$ cat src/rtl/timer_ctrl_pkg.sv
//==============================================================================
// Module      : timer_pkg
// Description : Shared types and constants for the timer peripheral and the
//               control unit that issues TIM_* instructions.
// Revision    : 1.0 - initial release
//==============================================================================
`default_nettype none

package timer_pkg;

  // Timer sequencing states
  typedef enum logic [1:0] {
    T_STOP = 2'd0,
    T_ARM  = 2'd1,
    T_RUN  = 2'd2
  } timer_state_t;

  // Reset values of the prescaler and auto-reload registers.
  // Both are uniform fills (all zeros / all ones), so any WIDTH can
  // replicate bit 0 to build its own reset value.
  localparam logic [31:0] TIM_PSC_RST = 32'h0000_0000;
  localparam logic [31:0] TIM_ARR_RST = 32'hFFFF_FFFF;

  // funct3 encodings of the TIM_* instructions, decoded by the control unit
  localparam logic [2:0] TIM_ENABLE  = 3'b000;
  localparam logic [2:0] TIM_PSC_I   = 3'b001;
  localparam logic [2:0] TIM_ARR_I   = 3'b010;
  localparam logic [2:0] TIM_PSC_REG = 3'b100;
  localparam logic [2:0] TIM_ARR_REG = 3'b101;
  localparam logic [2:0] TIM_DISABLE = 3'b111;

endpackage

`default_nettype wire

$ cat src/rtl/timer_ctrl_if.sv
//==============================================================================
// Module      : timer_ctrl_if
// Description : Control/status bundle between the control unit/datapath
//               (master) and the timer peripheral (slave).
// Revision    : 1.0 - initial release
//==============================================================================
`default_nettype none

interface timer_ctrl_if #(
  parameter int WIDTH = 32
);

  logic             timer_en;
  logic             timer_read_reg;
  logic [WIDTH-1:0] imm_data;
  logic [WIDTH-1:0] reg_data;
  logic             wr_psc;
  logic             wr_arr;
  logic             ovf_clr;
  logic [WIDTH-1:0] cnt_o;
  logic             ovf_flag;
  logic             irq;
  logic             running;

  modport master (
    output timer_en, timer_read_reg, imm_data, reg_data,
    output wr_psc, wr_arr, ovf_clr,
    input  cnt_o, ovf_flag, irq, running
  );

  modport slave (
    input  timer_en, timer_read_reg, imm_data, reg_data,
    input  wr_psc, wr_arr, ovf_clr,
    output cnt_o, ovf_flag, irq, running
  );

endinterface

`default_nettype wire

$ cat src/rtl/timer_prescaler.sv
//==============================================================================
// Module      : timer_prescaler
// Description : Prescaler counter. Counts 0..psc_act while enabled and emits a
//               combinational tick in the cycle the count equals psc_act.
// Revision    : 1.0 - initial release
//==============================================================================
`default_nettype none

module timer_prescaler #(
  parameter int WIDTH = 32
) (
  input  wire logic             clk,
  input  wire logic             reset,
  input  wire logic             i_clear,
  input  wire logic             i_enable,
  input  wire logic [WIDTH-1:0] i_psc_act,
  output logic                  o_tick
);

  logic [WIDTH-1:0] r_psc_cnt;
  logic             w_wrap;

  assign w_wrap = (r_psc_cnt == i_psc_act);
  assign o_tick = i_enable && w_wrap;

  // Prescale counter: cleared on arm, wraps to zero when it reaches psc_act
  always_ff @(posedge clk or posedge reset) begin
    if (reset) begin
      r_psc_cnt <= '0;
    end else if (i_clear) begin
      r_psc_cnt <= '0;
    end else if (i_enable) begin
      if (w_wrap) r_psc_cnt <= '0;
      else        r_psc_cnt <= r_psc_cnt + 1'b1;
    end
  end

endmodule

`default_nettype wire

$ cat src/rtl/timer_ctrl.sv
//==============================================================================
// Module      : timer_ctrl
// Description : Prescaled up-counting timer with buffered PSC/ARR, sticky
//               overflow flag and one-cycle interrupt pulse per update event.
// Revision    : 1.0 - initial release
//==============================================================================
`default_nettype none

module timer_ctrl
  import timer_pkg::*;
#(
  parameter int WIDTH = 32
) (
  input  wire logic   clk,
  input  wire logic   reset,
  timer_ctrl_if.slave bus
);

  localparam logic [WIDTH-1:0] c_psc_rst = {WIDTH{TIM_PSC_RST[0]}};
  localparam logic [WIDTH-1:0] c_arr_rst = {WIDTH{TIM_ARR_RST[0]}};

  timer_state_t     r_state, w_state_nxt;
  logic [WIDTH-1:0] r_cnt;
  logic [WIDTH-1:0] r_psc_pre, r_psc_act;
  logic [WIDTH-1:0] r_arr_pre, r_arr_act;
  logic             r_ovf_flag, r_irq, r_running;

  logic [WIDTH-1:0] w_wdata;
  logic             w_arm, w_stop, w_count_en, w_tick, w_update;

  assign w_wdata  = bus.timer_read_reg ? bus.reg_data : bus.imm_data;
  assign w_update = w_tick && (r_cnt == r_arr_act);

  // State register
  always_ff @(posedge clk or posedge reset) begin
    if (reset) r_state <= T_STOP;
    else       r_state <= w_state_nxt;
  end

  // Next-state and state-decoded controls; counting stops on the same edge
  // that disable is sampled, so the frozen value is the one seen before it
  always_comb begin
    w_state_nxt = r_state;
    w_arm       = 1'b0;
    w_stop      = 1'b0;
    w_count_en  = 1'b0;
    case (r_state)
      T_STOP: begin
        w_stop = 1'b1;
        if (bus.timer_en) w_state_nxt = T_ARM;
      end
      T_ARM: begin
        w_arm       = 1'b1;
        w_state_nxt = T_RUN;
      end
      T_RUN: begin
        if (bus.timer_en) w_count_en  = 1'b1;
        else              w_state_nxt = T_STOP;
      end
      default: w_state_nxt = T_STOP;
    endcase
  end

  timer_prescaler #(
    .WIDTH (WIDTH)
  ) u_prescaler (
    .clk       (clk),
    .reset     (reset),
    .i_clear   (w_arm),
    .i_enable  (w_count_en),
    .i_psc_act (r_psc_act),
    .o_tick    (w_tick)
  );

  // Main counter: cleared on arm and on each update event
  always_ff @(posedge clk or posedge reset) begin
    if (reset)         r_cnt <= '0;
    else if (w_arm)    r_cnt <= '0;
    else if (w_update) r_cnt <= '0;
    else if (w_tick)   r_cnt <= r_cnt + 1'b1;
  end

  // Preload registers take every write
  always_ff @(posedge clk or posedge reset) begin
    if (reset) begin
      r_psc_pre <= c_psc_rst;
      r_arr_pre <= c_arr_rst;
    end else begin
      if (bus.wr_psc) r_psc_pre <= w_wdata;
      if (bus.wr_arr) r_arr_pre <= w_wdata;
    end
  end

  // Active registers: written directly while stopped, loaded from preload on
  // arm/update; a write coinciding with an update bypasses the preload
  always_ff @(posedge clk or posedge reset) begin
    if (reset) begin
      r_psc_act <= c_psc_rst;
      r_arr_act <= c_arr_rst;
    end else if (w_stop) begin
      if (bus.wr_psc) r_psc_act <= w_wdata;
      if (bus.wr_arr) r_arr_act <= w_wdata;
    end else if (w_arm) begin
      r_psc_act <= r_psc_pre;
      r_arr_act <= r_arr_pre;
    end else if (w_update) begin
      r_psc_act <= bus.wr_psc ? w_wdata : r_psc_pre;
      r_arr_act <= bus.wr_arr ? w_wdata : r_arr_pre;
    end
  end

  // Status outputs: overflow set has priority over clear
  always_ff @(posedge clk or posedge reset) begin
    if (reset) begin
      r_ovf_flag <= 1'b0;
      r_irq      <= 1'b0;
      r_running  <= 1'b0;
    end else begin
      r_irq     <= w_update;
      r_running <= (w_state_nxt == T_RUN);
      if (w_update)         r_ovf_flag <= 1'b1;
      else if (bus.ovf_clr) r_ovf_flag <= 1'b0;
    end
  end

  assign bus.cnt_o    = r_cnt;
  assign bus.ovf_flag = r_ovf_flag;
  assign bus.irq      = r_irq;
  assign bus.running  = r_running;

endmodule

`default_nettype wire

$ cat src/flat_wrapper.sv
// flat-port wrapper written by rule: the top's interface ports become plain ports
module timer_ctrl_flat import timer_pkg::*;
#(
  parameter int WIDTH = 32
)
  (clk, reset, bus_timer_en, bus_timer_read_reg, bus_imm_data, bus_reg_data, bus_wr_psc, bus_wr_arr, bus_ovf_clr, bus_cnt_o, bus_ovf_flag, bus_irq, bus_running);
  timer_ctrl_if #(.WIDTH(WIDTH)) bus_i ();
  input  wire logic clk;
  input  wire logic reset;
  input wire logic [$bits(bus_i.timer_en)-1:0] bus_timer_en;
  input wire logic [$bits(bus_i.timer_read_reg)-1:0] bus_timer_read_reg;
  input wire logic [$bits(bus_i.imm_data)-1:0] bus_imm_data;
  input wire logic [$bits(bus_i.reg_data)-1:0] bus_reg_data;
  input wire logic [$bits(bus_i.wr_psc)-1:0] bus_wr_psc;
  input wire logic [$bits(bus_i.wr_arr)-1:0] bus_wr_arr;
  input wire logic [$bits(bus_i.ovf_clr)-1:0] bus_ovf_clr;
  output wire logic [$bits(bus_i.cnt_o)-1:0] bus_cnt_o;
  output wire logic [$bits(bus_i.ovf_flag)-1:0] bus_ovf_flag;
  output wire logic [$bits(bus_i.irq)-1:0] bus_irq;
  output wire logic [$bits(bus_i.running)-1:0] bus_running;
  assign bus_i.timer_en = bus_timer_en;
  assign bus_i.timer_read_reg = bus_timer_read_reg;
  assign bus_i.imm_data = bus_imm_data;
  assign bus_i.reg_data = bus_reg_data;
  assign bus_i.wr_psc = bus_wr_psc;
  assign bus_i.wr_arr = bus_wr_arr;
  assign bus_i.ovf_clr = bus_ovf_clr;
  assign bus_cnt_o = bus_i.cnt_o;
  assign bus_ovf_flag = bus_i.ovf_flag;
  assign bus_irq = bus_i.irq;
  assign bus_running = bus_i.running;
  timer_ctrl #(.WIDTH(WIDTH)) u_core (.clk(clk), .reset(reset), .bus(bus_i));
endmodule
$ cat config.mk
export PLATFORM = sky130hd
export DESIGN_NAME = timer_ctrl_flat
export DESIGN_NICKNAME = d
export VERILOG_FILES = /design/src/rtl/timer_ctrl_pkg.sv /design/src/rtl/timer_ctrl_if.sv /design/src/rtl/timer_prescaler.sv /design/src/rtl/timer_ctrl.sv /design/src/flat_wrapper.sv
export SDC_FILE = /design/constraint.sdc
export NUM_CORES = 1
export LEC_CHECK = 0
export CAP_MARGIN = 20
export CORE_ASPECT_RATIO = 0.9
export CORE_UTILIZATION = 40
export DETAILED_ROUTE_END_ITERATION = 12
export DONT_BUFFER_PORTS = 1
export PLACE_DENSITY_LB_ADDON = 0.12
export SLEW_MARGIN = 20
export SYNTH_ARGS = -nofsm -noshare
export SYNTH_HDL_FRONTEND = slang
export SYNTH_SLANG_ARGS = --single-unit
$ cat constraint.sdc
create_clock -name clk -period 11.95 [get_ports clk]
set_clock_uncertainty 0.1 [all_clocks]
set_input_delay 1.7925 -clock clk [delete_from_list [all_inputs] [get_ports clk]]
set_output_delay 1.7925 -clock clk [all_outputs]
set_load 0.1 [all_outputs]
-- Word level (Yosys, flattened, before mapping)
Cells that the tools add are included.
- word-level logic and storage cells: 54
- output and inout bits: 35
- flip-flop bits (word level): 197
- input bits: 71
- muxes and demuxes: 26
- $add $sub $neg: 2
- equality and inequality tests: 7
- reduce and logical (&&, ||, !) cells: 9
- operators by type and width (cell ; count):
    $mux W32 ; 17
    $add A32 B1 Y32 const B ; 2
    $eq A32 B32 Y1 ; 2
    $mux W1 ; 6
    $pmux W2 S3 ; 1
    $reduce_bool A3 Y1 ; 2
    $eq A2 B2 Y1 const B ; 2
    $mux W2 ; 2
    $ne A2 B2 Y1 const B ; 2
    $reduce_and A2 Y1 ; 2
    $reduce_bool A2 Y1 ; 2
    $eq A2 B1 Y1 const B ; 1
    $logic_and A1 B1 Y1 ; 2
    $logic_not A2 Y1 ; 1

-- Longest topological paths before layout
Gate-level depths: netlist of run 1.
- depth after elaboration: 7
- depth in mapped cells: 9
- depth with buffers taken out: 7

-- Hierarchy
Synthesis of run 1 repeated with hierarchy kept, for this count alone.
- cells, all modules: 973
- area, all modules: 10193.5 µm²
- by module, submodules not included (module ; sequential area each (µm²) ; cells an instance ; instances ; area an instance (µm²)):
    timer_ctrl ; 4209.0 ; 752 ; 1 ; 8155.3
    timer_prescaler ; 800.8 ; 221 ; 1 ; 2038.2

-- Worst setup path before layout of run 1
OpenSTA, ideal clock, no wires.
- path type: input port to flip-flop
- start: input bus_timer_read_reg
- end: register u_core.r_psc_act[29]
- required time: 11.717 ns
- path slack: 8.707 ns
- stages: 6
- buffers on the path: 2
- setup time: 0.133 ns
- arrival time: 3.010 ns
- cells stage by stage: clkbuf_1 -> buf_1 -> mux2i_1 -> nand2_1 -> o21ai_0 -> o22ai_1
- word-level cells in the longest chain between the ends: 5
- elaborated cells between the ends (all ways): 6
- classes of those cells: mux: 6
- RTL lines (element ; RTL line ; RTL):
    start: declaration ; flat_wrapper.sv:11 ; input wire logic [$bits(bus_i.timer_read_reg)-1:0] bus_timer_read_reg;
    $mux W32 (*) ; timer_ctrl.sv:31 ; assign w_wdata = bus.timer_read_reg ? bus.reg_data : bus.imm_data;
    $mux W32 ; -- ;
    $mux W32 ; timer_ctrl.sv:106 ; end else if (w_update) begin
    $mux W32 ; timer_ctrl.sv:103 ; end else if (w_arm) begin
    $mux W32 (*) ; timer_ctrl.sv:100 ; end else if (w_stop) begin
    end signal: assignment ; timer_ctrl.sv:101 ; if (bus.wr_psc) r_psc_act <= w_wdata;
    end signal: assignment ; timer_ctrl.sv:104 ; r_psc_act <= r_psc_pre;
    end signal: assignment ; timer_ctrl.sv:107 ; r_psc_act <= bus.wr_psc ? w_wdata : r_psc_pre;
    end: declaration ; timer_ctrl.sv:24 ; logic [WIDTH-1:0] r_psc_pre, r_psc_act;
Every way passes the cells marked *; elsewhere a longest branch is shown, timed or not. The select of a mux whose other input is x is not followed.
A chain may end at the register's enable or synchronous reset.

-- Final worst setup path of run 1
- start: input bus_timer_en
- end: register u_core.r_psc_act[29]
- word-level cells in the longest chain between the ends: 6
- RTL lines (element ; RTL line ; RTL):
    start: declaration ; flat_wrapper.sv:10 ; input wire logic [$bits(bus_i.timer_en)-1:0] bus_timer_en;
    $mux W1 ; timer_ctrl.sv:57 ; if (bus.timer_en) w_count_en = 1'b1;
    $mux W1 ; timer_ctrl.sv:47 ; case (r_state)
    $logic_and A1 B1 Y1 ; timer_prescaler.sv:24 ; assign o_tick = i_enable && w_wrap;
    $logic_and A1 B1 Y1 ; timer_ctrl.sv:32 ; assign w_update = w_tick && (r_cnt == r_arr_act);
    $reduce_bool A3 Y1 (no source line) ; -- ;
    $reduce_and A2 Y1 (no source line) ; -- ;
    end signal: assignment ; timer_ctrl.sv:98 ; r_psc_act <= c_psc_rst;
    end signal: assignment ; timer_ctrl.sv:101 ;
    end signal: assignment ; timer_ctrl.sv:104 ;
Every way passes these cells.

==> results of run 1 <==
-- placed cells by master (no fill, tap or decap), types with 3 or more instances in the layout --
cell	n
a32o_1	5
dfrtp_1	133
mux2i_1	34
clkbuf_1	3
or3_1	4
dfstp_2	64
nor3_1	5
and3_1	13
xnor2_1	73
o31ai_1	16
nor3b_1	4
nor4_1	3
buf_4	17
o22ai_1	66
inv_1	11
or4_1	15
xor2_1	16
a31o_2	3
nand2_1	167
clkbuf_16	21
nand3_1	24
o21ai_0	74
a21oi_1	97
nand2b_1	3
nor2_1	98
and4_1	12
nand4_1	29
and2_1	5
-- flip-flops by register name, indices dropped and copies added (netlist names) --
| signal | cells |
|---|---|
| u_core.r_psc_act | 32 |
| u_core.r_psc_pre | 32 |
| u_core.bus.irq | 1 |
| u_core.r_arr_pre | 32 |
| u_core.u_prescaler.r_psc_cnt | 32 |
| u_core.bus.cnt_o | 32 |
| u_core.bus.running | 1 |
| u_core.r_arr_act | 32 |
| u_core.r_state | 2 |
| u_core.bus.ovf_flag | 1 |
-- per-layer routing --
layer | vias to the layer above | track usage | part of all wire | wire length [um]
met5 | - | 0 | 0 | 0
met2 | 198 | 0.321 | 0.44 | 12400
met3 | 16 | 0.0371 | 0.043 | 1190
met1 | 3862 | 0.341 | 0.50 | 14000
met4 | 0 | 0.0519 | 0.0092 | 257
li1 | 3753 | - | - | -
-- final cells by class --
type	count	area, um^2
fill	2412	13500
timing repair buffer	17	128
tap	336	420
sequential	197	5010
inverter	12	52.6
multi-input combinational	802	4700
clock buffer	25	551
clock inverter	7	51.3
-- worst reg2reg max path: cells and delay by family, from the launching register on --
kind               cells  cell delay [ns]
AOI/OAI and AO/OA      2             0.32
DFF                    1             1.05
and+or+nand+nor        4             1.97
-- per-stage QoR --
stage               hold slack [ns]   util  std cells
floorplan                     0.365      -       1086
global placement              0.374  0.421       1363
detailed placement            0.377  0.421       1364
CTS                           0.390  0.446       1396
global route                  0.403  0.446       1396
finish                        0.388  0.446       1396
-- worst max-delay path by stage --
stage	depth (start not counted)	end
2_1_floorplan	1	u_core.bus.cnt_o[0]
3_3_place_gp	5	u_core.r_psc_act[14]
3_5_place_dp	5	u_core.r_psc_act[4]
4_1_cts	5	u_core.r_psc_act[8]
5_1_grt	6	u_core.bus.cnt_o[29]
6_report	5	u_core.r_psc_act[29]
-- where the power goes --
part	internal, W	leakage, nW	switching, W
logic	0.000243	1.65	0.000397
registers	0.000862	2.37	0.000147
clock network	0.000324	0.299	0.000266
-- logic make-up after synthesis --
kind of cell | synth area share
buf+inv | 0.0393
compound gates | 0.158
mux | 0.0338
fa+ha+maj | 0.00249
xor+xnor | 0.0774
flops | 0.498
simple gates | 0.191
==> out/qor.csv, run 1 <==
stage;metric;value;unit
run_status;outcome;finished clean;
route;via_density;5.61;
yosys;yosys_most_used_dff;dfrtp_1;
die;core-area;24500;um^2
yosys;netlist_instances;1086;
placement;placedInstanceArea;10300;um^2
placement;numPortBuffers;0;
worst_setup_path;ff2ff_setup_slack;8.40;ns
cells_and_area;finalNetCount;1120;
timing;fmaxAchievable;0.281;GHz
clock_network;cts-root-buf;clkbuf_16;
yosys;synth_cell_type_count;53;
timing;worst_setup_slack_final;8.39;ns
worst_setup_path;critical_path.slowest_cell;nand3_2;
clock_network;clk-insertion-delay-late;0.44;ns
route;detail_route.wirelength;27.9;mm
die;num_io_pins;106;
worst_setup_path;slowest_delay;0.59;ns
cells_and_area;finish.instance_area;10900;um^2
clock_network;post_cts_buffers;0;
worst_setup_path;critical_register_to_register_path_startpoint;u_core.bus.cnt_o[3];
worst_setup_path;worst_ep_required_time;12.13;ns
timing;fin_tns_setup;0;ns
global_routing;maximum_number_of_pins_on_one_net_before_global_route_repair;128;
hold_path;hold-path-cell-count;2;
job;drv.max_cap_violation_count;0;
worst_setup_path;crit_path_end_kind;flop;
route;detail_route.first_pass.iterations;5;
hold_path;worstHoldPathType;reg2reg;
timing;grt_setup_unrepaired;false;
worst_setup_path;worstRegToRegCells;6;
yosys;synthDominantCellAreaShare;0.331;
clock_network;post_cts_hold_buffer_count;0;
timing;final_hold_viol_count;0;
worst_setup_path;cp_top_family;simple AND/OR/NAND/NOR gates;
power;total_leakage_power;4.32;nW
yosys;synth_fp_nets;1159;
timing;post_route_minimum_period;3.56;ns
placement;gp_congestion;0.818;
die;die_area;25800;um^2
clock_network;tritoncts;built;
clock_network;clock_tree.buffer_depth;2;
route;wire_per_inst;20.0;um
yosys;synth.area.top_cells;dfrtp_1 33%, dfstp_2 17%, xnor2_1 6.4%;
timing;slew_at_the_pin_closest_to_its_max_slew_limit;1.14;ns
timing;slew_violations;0;
cells_and_area;antenna-diode-count;0;
route;num_vias;7829;
yosys;synth_warnings;0;
worst_setup_path;worst_path_cell_chain;and3b_1, nand3_2, nor2_4, buf_4, o22ai_1;
timing;slew_headroom;0.242;
worst_setup_path;total_buffers_and_inverters_traversed_by_the_critical_path;1;
clock_network;clock_tree.htree_level_count;4;
worst_setup_path;crit_fanout;65;
worst_setup_path;timing_worst_setup_path_type;in2reg;
power;vdd_drop_max;0.0000932;V
clock_network;clkSlewWorstSetupHoldPaths;0.07;ns
worst_setup_path;crit_path_start;bus_timer_en;
yosys;synth_edf_count;0;
worst_setup_path;worstPathArrival;3.74;ns
yosys;syn_avg_cell_area;9.27;um^2
yosys;postSynthRegisterBits;197;
global_routing;grt_first_pass_wirelength;43.6;mm
worst_setup_path;critPathLaunchType;input port;
die;floorplan.initialDensity;0.412;
global_routing;first_global_vias;7268;
clock_network;post_cts_resize_count;0;
global_routing;global_route.usage.total;0.222;
power;total_power;0.00224;W
route;dr.first_iter.drc_count;570;
cells_and_area;synthToLayoutAreaGrowth;8.39;%
yosys;library_cell_occupying_the_most_area_in_the_post_synthesis_netlist;dfrtp_1;
timing;final-setup-viol-count;0;
die;rows;54;
global_routing;grt_remaining_overflow;0;
timing;layout_worst_path_cycle_share;0.298;
placement;placement.setup.worst_slack;7.94;ns
worst_setup_path;crit-reg2reg-capture;u_core.bus.cnt_o[29];
route;route.antenna.remaining_nets;0;
die;die_h;152;um
hold_path;hold-path-endpoint;u_core.r_arr_pre[21];
yosys;asr_flop_ratio_synth;1.00;
placement;place_hpwl;19.0;mm
yosys;post_synthesis_instance_area;10100;um^2
die;fp.dieW;169;um
power;p_per_area;205;nW/um^2
clock_network;cts_buffers;17;
cells_and_area;drive_gt1_frac;0.123;
global_routing;antenna_found_initial;0;
route;post-route-drc-count;0;
clock_network;clock-sinks;197;
yosys;yosysMostFrequentCell;nand2_1;
yosys;cell_types_with_the_highest_counts_after_synthesis;167 x nand2_1, 133 x dfrtp_1, 99 x nor2_1, 97 x a21oi_1, 74 x o21ai_0;
yosys;synth_seq_area_share;0.498;
hold_path;worstHoldStart;u_core.r_arr_pre[21];
Note: power is estimated with default switching activity, not from simulation.
==> run 2: changes to the inputs <==
==> constraint.sdc (replaced) <==
create_clock -name clk -period 3.57 [get_ports clk]
set_clock_uncertainty 0.1 [all_clocks]
set_input_delay 0.5355 -clock clk [delete_from_list [all_inputs] [get_ports clk]]
set_output_delay 0.5355 -clock clk [all_outputs]
set_load 0.1 [all_outputs]
==> out/qor.csv, run 2 (same netlist as run 1, synthesis figures left out) <==
stage;metric;value;unit
clock_network;cts-root-buf;clkbuf_16;
worst_setup_path;critPathLaunchType;flop;
hold_path;worstHoldStart;bus_wr_arr;
worst_setup_path;crit_fanout;27;
cells_and_area;finalNetCount;1156;
cells_and_area;drive_gt1_frac;0.154;
die;floorplan.initialDensity;0.412;
timing;final_hold_viol_count;0;
global_routing;maximum_number_of_pins_on_one_net_before_global_route_repair;91;
cells_and_area;layout.filler_cells;2407;
timing;post_route_minimum_period;3.02;ns
run_status;outcome;finished clean;
worst_setup_path;timing_worst_setup_path_type;reg2reg;
job;drv.max_cap_violation_count;0;
worst_setup_path;crit_path_end_kind;flop;
timing;slew_at_the_pin_closest_to_its_max_slew_limit;0.955;ns
worst_setup_path;crit-reg2reg-capture;u_core.bus.cnt_o[24];
timing;final.hold.worst_slack;0.0360;ns
hold_path;worstHoldPathType;in2reg;
cells_and_area;final_cell_mix;167 x nand2_1, 133 x dfrtp_1, 98 x nor2_1;
die;fp.dieW;169;um
worst_setup_path;critical_register_to_register_path_startpoint;u_core.u_prescaler.r_psc_cnt[3];
cells_and_area;synthToLayoutAreaGrowth;11.3;%
route;route.antenna.remaining_nets;0;
hold_path;hold-path-cell-count;1;
route;wire_per_inst;19.7;um
timing;slew_headroom;0.361;
hold_path;hold-path-endpoint;u_core.r_arr_pre[10];
global_routing;grt_remaining_overflow;0;
route;detail_route.wirelength;28.3;mm
clock_network;tritoncts;built;
global_routing;global_route.usage.total;0.225;
worst_setup_path;ff2ff_setup_slack;0.55;ns
worst_setup_path;worstRegToRegCells;6;
global_routing;antenna_found_initial;1;
timing;final-setup-viol-count;0;
timing;grt_setup_unrepaired;false;
die;core-area;24500;um^2
placement;numPortBuffers;0;
clock_network;clkSlewWorstSetupHoldPaths;0.09;ns
clock_network;clock_tree.buffer_depth;2;
worst_setup_path;worst_ep_required_time;3.85;ns
timing;fin_tns_setup;0;ns
timing;layout_worst_path_cycle_share;0.845;
die;num_io_pins;106;
cells_and_area;layout_commonest_cell;nand2_1;
clock_network;clock-sinks;197;
die;rows;54;
placement;gp_congestion;0.875;
die;die_h;152;um
global_routing;grt_first_pass_wirelength;44.1;mm
die;die_area;25800;um^2
power;total_power;0.00753;W
timing;slew_violations;0;
power;total_leakage_power;4.50;nW
clock_network;cts_buffers;17;
route;post-route-drc-count;0;
route;detail_route.first_pass.iterations;5;
route;num_vias;7993;
route;via_density;5.58;
worst_setup_path;worstPathArrival;3.30;ns
clock_network;clock_tree.htree_level_count;4;
power;p_per_area;672;nW/um^2
global_routing;first_global_vias;7249;
timing;fmaxAchievable;0.331;GHz
route;dr.first_iter.drc_count;702;
clock_network;clk-insertion-delay-late;0.45;ns
power;vdd_drop_max;0.000368;V
placement;place_hpwl;19.5;mm
-- run 2: cell type report --
cell class	instances	area, um^2	share of cell area
Inverter	12	48.8	0.00436
Sequential cell	197	5010	0.447
Multi-Input combinational cell	802	4700	0.420
Antenna cell	1	2.50	0.000223
Clock inverter	15	153	0.0136
Tap cell	336	420	0.0375
Timing Repair Buffer	53	438	0.0391
Clock buffer	17	425	0.0380
-- run 2: worst max-delay path, stage by stage (launching register included) --
cell and delay [ns]:
dfrtp_1 0.45, xnor2_1 0.31, nand4_1 0.21, nor4_2 0.47, nand3_2 0.56, or4_1 0.68
a21oi_1 0.16
-- run 2: report_power, final --
part	switching [W]	internal, W	total [W]
sequential	0.000497	0.00288	0.00338
combinational	0.00137	0.000848	0.00222
clock	0.000991	0.000941	0.00193
total	0.00286	0.00467	0.00753
-- run 2: worst max-delay path by stage --
stage / startpoint / to / slack [ns] / cells past startpoint
after floorplan: reset / u_core.bus.cnt_o[0] / 0.44 / 1
after global placement: u_core.u_prescaler.r_psc_cnt[7] / u_core.bus.cnt_o[26] / 0.70 / 6
after detailed placement: u_core.u_prescaler.r_psc_cnt[7] / u_core.bus.cnt_o[24] / 0.65 / 6
after CTS: u_core.u_prescaler.r_psc_cnt[7] / u_core.bus.cnt_o[16] / 0.62 / 6
after global routing: u_core.u_prescaler.r_psc_cnt[7] / u_core.bus.cnt_o[9] / 0.34 / 6
final: u_core.u_prescaler.r_psc_cnt[3] / u_core.bus.cnt_o[24] / 0.55 / 6
-- run 2: per-layer routing --
metal,vias to the layer above,global-route usage,routed length [um],part of all wire
li1,3838,-,-,-
met1,3896,0.355,14800,0.52
met2,233,0.312,11800,0.42
met3,26,0.0400,1360,0.048
met4,0,0.0579,405,0.014
met5,-,0,0,0
-- run 2: per-stage QoR --
step	setup slack, ns	cells	area (um^2)	util
2_1_floorplan	0.440	1086	10100	-
3_3_place_gp	0.704	1399	10600	0.434
3_5_place_dp	0.652	1399	10600	0.434
4_1_cts	0.623	1432	11200	0.458
5_1_grt	0.341	1433	11200	0.458
6_report	0.552	1433	11200	0.458
-- run 2: what timing repair did --
action / in CTS / in global routing
hold buffers: 1 / 0
buffers inserted: 0 / 0
endpoints found under the hold margin: 7 / 0
resized for setup: 0 / 0
